$ cat config.mk
export PLATFORM = sky130hd
export DESIGN_NAME = sequencer_datapath
export DESIGN_NICKNAME = d
export VERILOG_FILES = /design/src/rtl/sequencer_datapath.sv
export SDC_FILE = /design/constraint.sdc
export NUM_CORES = 1
export LEC_CHECK = 0
export ABC_AREA = 1
export CAP_MARGIN = 30
export CORE_ASPECT_RATIO = 0.7
export CORE_MARGIN = 1.5
export CORE_UTILIZATION = 50
export CTS_CLUSTER_DIAMETER = 200
export DETAILED_ROUTE_END_ITERATION = 8
export PLACE_DENSITY = 0.75
export SLEW_MARGIN = 20
export SYNTH_ARGS = -nofsm -noshare
export SYNTH_HDL_FRONTEND = slang
export SYNTH_SLANG_ARGS = --single-unit
$ cat constraint.sdc
create_clock -name clk -period 10.5 [get_ports clk]
set_clock_uncertainty 0.05 [all_clocks]
set_input_delay 2.625 -clock clk [delete_from_list [all_inputs] [get_ports clk]]
set_output_delay 2.625 -clock clk [all_outputs]
set_load 0.05 [all_outputs]
$ cat src/rtl/sequencer_datapath.sv
// Microprogram sequencer datapath: PC, R, Y registers, operand adder and
// LIFO return stack with entry count and sticky overflow/underflow flags.
//
// Ports:
//   clk, reset        : clock and synchronous active-high reset
//   rst               : control-level clear, same effect as reset
//   d_in              : direct data/branch operand D
//   cen               : adder carry-in
//   a_mux_sel         : A operand (00 R, 01 stack top, 1x zero)
//   b_mux_sel         : B operand (00 PC, 01 stack top, 10 zero, 11 D)
//   rsel, rce         : R source (1 sum, 0 D) and load enable
//   out_ce, oen       : Y load enable and y_out output enable
//   inc, pc_mux_sel   : PC increment and source (1 incrementer, 0 stack/hold)
//   src_sel           : with pc_mux_sel=0, 1 loads PC from stack top
//   push/stack_we     : push request and its qualifying strobe
//   pop/stack_re      : pop request and its qualifying strobe
//   y_out             : oen ? Y : 0
//   pc_out, r_out     : current PC and R
//   sp_out            : stack entry count
//   stack_empty/full  : count is 0 / DEPTH
//   overflow          : sticky, push attempted while full
//   underflow         : sticky, pop attempted while empty
module sequencer_datapath #(
    parameter int AW    = 8,
    parameter int DEPTH = 4,
    parameter int SPW   = 3
) (
    input  logic           clk,
    input  logic           reset,
    input  logic [AW-1:0]  d_in,
    input  logic           cen,
    input  logic           rst,
    input  logic           oen,
    input  logic           inc,
    input  logic           rsel,
    input  logic           rce,
    input  logic           pc_mux_sel,
    input  logic [1:0]     a_mux_sel,
    input  logic [1:0]     b_mux_sel,
    input  logic           push,
    input  logic           pop,
    input  logic           src_sel,
    input  logic           stack_we,
    input  logic           stack_re,
    input  logic           out_ce,
    output logic [AW-1:0]  y_out,
    output logic [AW-1:0]  pc_out,
    output logic [AW-1:0]  r_out,
    output logic [SPW-1:0] sp_out,
    output logic           stack_empty,
    output logic           stack_full,
    output logic           overflow,
    output logic           underflow
);

    localparam int IW = (DEPTH > 1) ? $clog2(DEPTH) : 1;
    localparam logic [SPW-1:0] FULL_SP = SPW'(DEPTH);

    logic [AW-1:0]  pc_q, pc_d;
    logic [AW-1:0]  r_q, r_d;
    logic [AW-1:0]  y_q, y_d;
    logic [SPW-1:0] sp_q, sp_d;
    logic [AW-1:0]  stk_q [DEPTH];
    logic [AW-1:0]  stk_d [DEPTH];
    logic           ovf_q, ovf_d;
    logic           unf_q, unf_d;

    logic [SPW-1:0] top_idx;
    logic [AW-1:0]  top;
    logic [AW-1:0]  a_op;
    logic [AW-1:0]  b_op;
    logic [AW-1:0]  sum;
    logic           empty;
    logic           full;
    logic           epush;
    logic           epop;

    assign empty   = (sp_q == '0);
    assign full    = (sp_q == FULL_SP);
    assign top_idx = sp_q - SPW'(1);
    // An empty stack presents zero as its top.
    assign top     = empty ? '0 : stk_q[top_idx[IW-1:0]];
    assign epush   = push & stack_we;
    assign epop    = pop & stack_re;

    always_comb begin
        a_op = '0;
        unique case (a_mux_sel)
            2'b00:   a_op = r_q;
            2'b01:   a_op = top;
            default: a_op = '0;
        endcase
    end

    always_comb begin
        b_op = '0;
        unique case (b_mux_sel)
            2'b00:   b_op = pc_q;
            2'b01:   b_op = top;
            2'b10:   b_op = '0;
            default: b_op = d_in;
        endcase
    end

    // Carry-out is discarded; the sum wraps at AW bits.
    assign sum = a_op + b_op + {{(AW-1){1'b0}}, cen};

    always_comb begin
        pc_d  = pc_q;
        r_d   = r_q;
        y_d   = y_q;
        sp_d  = sp_q;
        stk_d = stk_q;
        ovf_d = ovf_q;
        unf_d = unf_q;

        if (out_ce) begin
            y_d = sum;
        end
        if (rce) begin
            r_d = rsel ? sum : d_in;
        end

        if (pc_mux_sel) begin
            pc_d = pc_q + {{(AW-1){1'b0}}, inc};
        end else if (src_sel) begin
            pc_d = top;
        end

        if (epush && epop) begin
            // Simultaneous push/pop replaces the top; on empty it is a push.
            if (empty) begin
                stk_d[sp_q[IW-1:0]] = pc_q;
                sp_d = sp_q + SPW'(1);
            end else begin
                stk_d[top_idx[IW-1:0]] = pc_q;
            end
        end else if (epush) begin
            if (full) begin
                ovf_d = 1'b1;
            end else begin
                stk_d[sp_q[IW-1:0]] = pc_q;
                sp_d = sp_q + SPW'(1);
            end
        end else if (epop) begin
            if (empty) begin
                unf_d = 1'b1;
            end else begin
                sp_d = top_idx;
            end
        end
    end

    always_ff @(posedge clk) begin
        if (reset || rst) begin
            pc_q  <= '0;
            r_q   <= '0;
            y_q   <= '0;
            sp_q  <= '0;
            ovf_q <= 1'b0;
            unf_q <= 1'b0;
            for (int i = 0; i < DEPTH; i++) begin
                stk_q[i] <= '0;
            end
        end else begin
            pc_q  <= pc_d;
            r_q   <= r_d;
            y_q   <= y_d;
            sp_q  <= sp_d;
            ovf_q <= ovf_d;
            unf_q <= unf_d;
            for (int i = 0; i < DEPTH; i++) begin
                stk_q[i] <= stk_d[i];
            end
        end
    end

    assign y_out       = oen ? y_q : '0;
    assign pc_out      = pc_q;
    assign r_out       = r_q;
    assign sp_out      = sp_q;
    assign stack_empty = empty;
    assign stack_full  = full;
    assign overflow    = ovf_q;
    assign underflow   = unf_q;

endmodule

==> out/qor.csv <==
metric,value,unit
status,completed,
cells along the critical path,clkdlybuf4s50_1 > nand2_1 > inv_1 > clkdlybuf4s50_1,
R2R Path End,r_out[6],
gr ovfl total,0,
drt via density,5.62,
WHS Endpoint,stk_q[9],
Die H,73.9,um
Crit path arrival time,4200,ps
HPWL after detailed placement,7300,um
wire per inst,15.0,um
clock sinks,61,
initial antenna violation count,0,
Worst path most repeated cell,clkdlybuf4s50_1,
clk slew on worst S/H paths,60,ps
Hold Path Origin,stk_q[9],
"FF+latch count, synth",61,
largest net degree at the start of global routing,35,
count of cell types in the netlist,36,
Layout area overhead,22.1,%
1st-pass router iterations,5,
Worst path max stage delay,790,ps
Ports,58,
worst reg2reg path startpoint,sp_out[0],
first-pass GRT wire length,17000,um
RSZ-0062 raised after global routing,no,
DRT iter0 DRCs,375,
CP Capture Type,output pin,
Via Count,3721,
slack of the worst reg-to-reg path,5280,ps
# rows,25,
Worst Path Buf+Inv,3,
postcts setup bufs,0,
root buf cell,clkbuf_8,
IO Port Bufs,57,
fmax,0.145,GHz
Post-synth EDFFs,0,
TritonCTS buffer count,9,
CTS Hold Bufs,0,
Worst-Skew Late Latency,350,ps
Synth Area per Inst,6.98,um^2
Hold Path Stages,2,
Power Total,0.000545,W
Max Fanout on Critical Path,8,
Initial Util,52.4,%
Detail Route Antenna Nets,0,
VDD IR max,0.0000776,V
cts repair resizes,0,
CP max-delay cell,clkdlybuf4s50_1,
DRC viols,0,
Placement Cell Area,4190,um^2
layout cells sized above 1,5.81,%
post-route cell area,4380,um^2
worst min path class,register to register,
Antenna diodes,0,
Die Wd,104,um
final net count,605,
fin crit period,6880,ps
Worst-Margin Slew,963,ps
CTS tree,built,
Syn Nets,556,
Longest Clk Path Bufs,2,
Setup CP Type,input pin to output pin,
maximum level of the CTS H-tree,3,
Maximum Capacitance Violations,0,
Power Dens Cells,124,nW/um^2
post-placement cell count,646,
"Cell Area, Synth",3590,um^2
total track usage,28.0,%
# setup viols final,0,
Core Region,6850,um^2
Post-Synthesis Cells,514,
die area,7700,um^2
Reg2Reg Depth,20,
max_slew headroom,35.8,%
Detailed Route WL,9960,um
fin cells,662,
dominant synthesized flop cell,dfxtp_1,
Finished Core Util,64.0,%
GP Congestion,0.898,
Worst setup SP type,input pin,
Synth Warn #,0,
"Seq/Total Area, Yosys",34.0,%
final hold violations,0,
setup TNS,0,ps
leak pwr,1.87,nW
post-route clock period utilization,65.5,%
final max-slew violation count,0,
Crit path max-delay family,buffers and inverters,
required time of the critical path,7830,ps
vias in the first global route,3478,
asr flop ratio synth,0,%
-- logic make-up after synthesis --
logic type,count (synthesis),synth area share (%)
XOR/XNOR,6,1.46
adder cells (fa/ha/maj),15,5.65
flip-flops,61,34.0
AND/OR/NAND/NOR,156,18.7
buffers and inverters,102,11.5
AO/OA/AOI/OAI,174,28.7
-- Yosys cell counts, drive strengths merged (3+ instances only) --
master	instances	area share [%]
o21ai	55	7.7
clkinv	3	0.31
ha	13	4.5
xor2	4	0.98
o22ai	3	0.52
nand2	92	10
o21a	3	0.63
o211ai	11	3.1
a21oi	71	9.9
a221oi	5	1.2
clkbuf	15	1.6
a211oi	15	3.6
inv	78	8.2
nor3	6	0.84
buf	6	1.4
nand3	26	3.6
a31oi	7	1.2
nor2	29	3.5
dfxtp	61	34
-- power breakdown --
group          leakage [nW]  switching, W  internal (W)
Clock                0.0964     0.0000938      0.000115
Combinational          1.28     0.0000621     0.0000326
Sequential            0.494    0.00000457      0.000237
Total                  1.87      0.000161      0.000385
-- flip-flops by register name, indices dropped and copies added (netlist names) --
signal     count
stk_q         32
pc_out         8
r_out          8
y_q            8
sp_out         3
overflow       1
underflow      1
-- per-layer routing --
layer	wire length (um)	part of all wire [%]	GRT usage, %	up-vias
li1	-	-	-	1824
met1	4790	48	39.7	1701
met2	4100	41	41.5	181
met3	976	9.8	8.16	15
met4	95	0.95	7.41	0
met5	0	0	0	-
-- worst reg2reg max path, cell delays in order, from the launching register on --
cell      delay [ps]
dfxtp_1          780
clkinv_1         690
ha_1             820
inv_1            280
a21oi_1          170
o21ai_0          110
nand2_1           80
nand2_1           70
inv_1             90
o221ai_1         140
fa_1             470
fa_1             450
inv_1             80
nand3_1           60
nand2_1          120
a21oi_1           90
o21bai_1         170
xnor2_1          160
nand2_1           70
nand2_1           90
a21oi_1           70
-- final cells by class --
cell class | instances | area, um^2
multi-input cells | 351 | 1960
repair buffers | 59 | 586
clock buffers | 12 | 145
inverters | 81 | 307
flip-flops and latches | 61 | 1220
well taps | 94 | 118
fillers | 638 | 2470
clock inverters | 4 | 47.5
-- how the worst max path moves through the flow --
| stage | cells after the start | to | from | slack, ps |
|---|---|---|---|---|
| final | 4 | y_out[6] | oen | 3620 |
| after global routing | 4 | y_out[7] | oen | 3540 |
| after CTS | 4 | y_out[3] | oen | 3620 |
| after detailed placement | 4 | y_out[3] | oen | 3620 |
| after global placement | 4 | y_out[1] | oen | 3650 |
| after floorplan | 3 | y_out[0] | oen | 4610 |
-- through the flow --
stage	hold slack (ps)	worst slack, ps
floorplan	387	4610
global placement	400	3650
detailed placement	403	3620
CTS	416	3620
global route	444	3540
finish	413	3620
-- layout by cell type (no fill, tap or decap), drive strengths merged, types with 2 or more instances in the layout --
cell type and n:
nand3 26, clkdlybuf4s50 57, xor2 4, o221ai 2
o21a 3, a211oi 15, a21oi 71, inv 78
dfxtp 61, clkbuf 12, ha 13, nor3 6
or2 2, a31oi 7, clkinv 5, nor2 29
fa 2, o22ai 3, a221oi 5, nand2 92
o21ai 55, buf 2, xnor2 2, o211ai 11
Note: power is estimated with default switching activity, not from simulation.
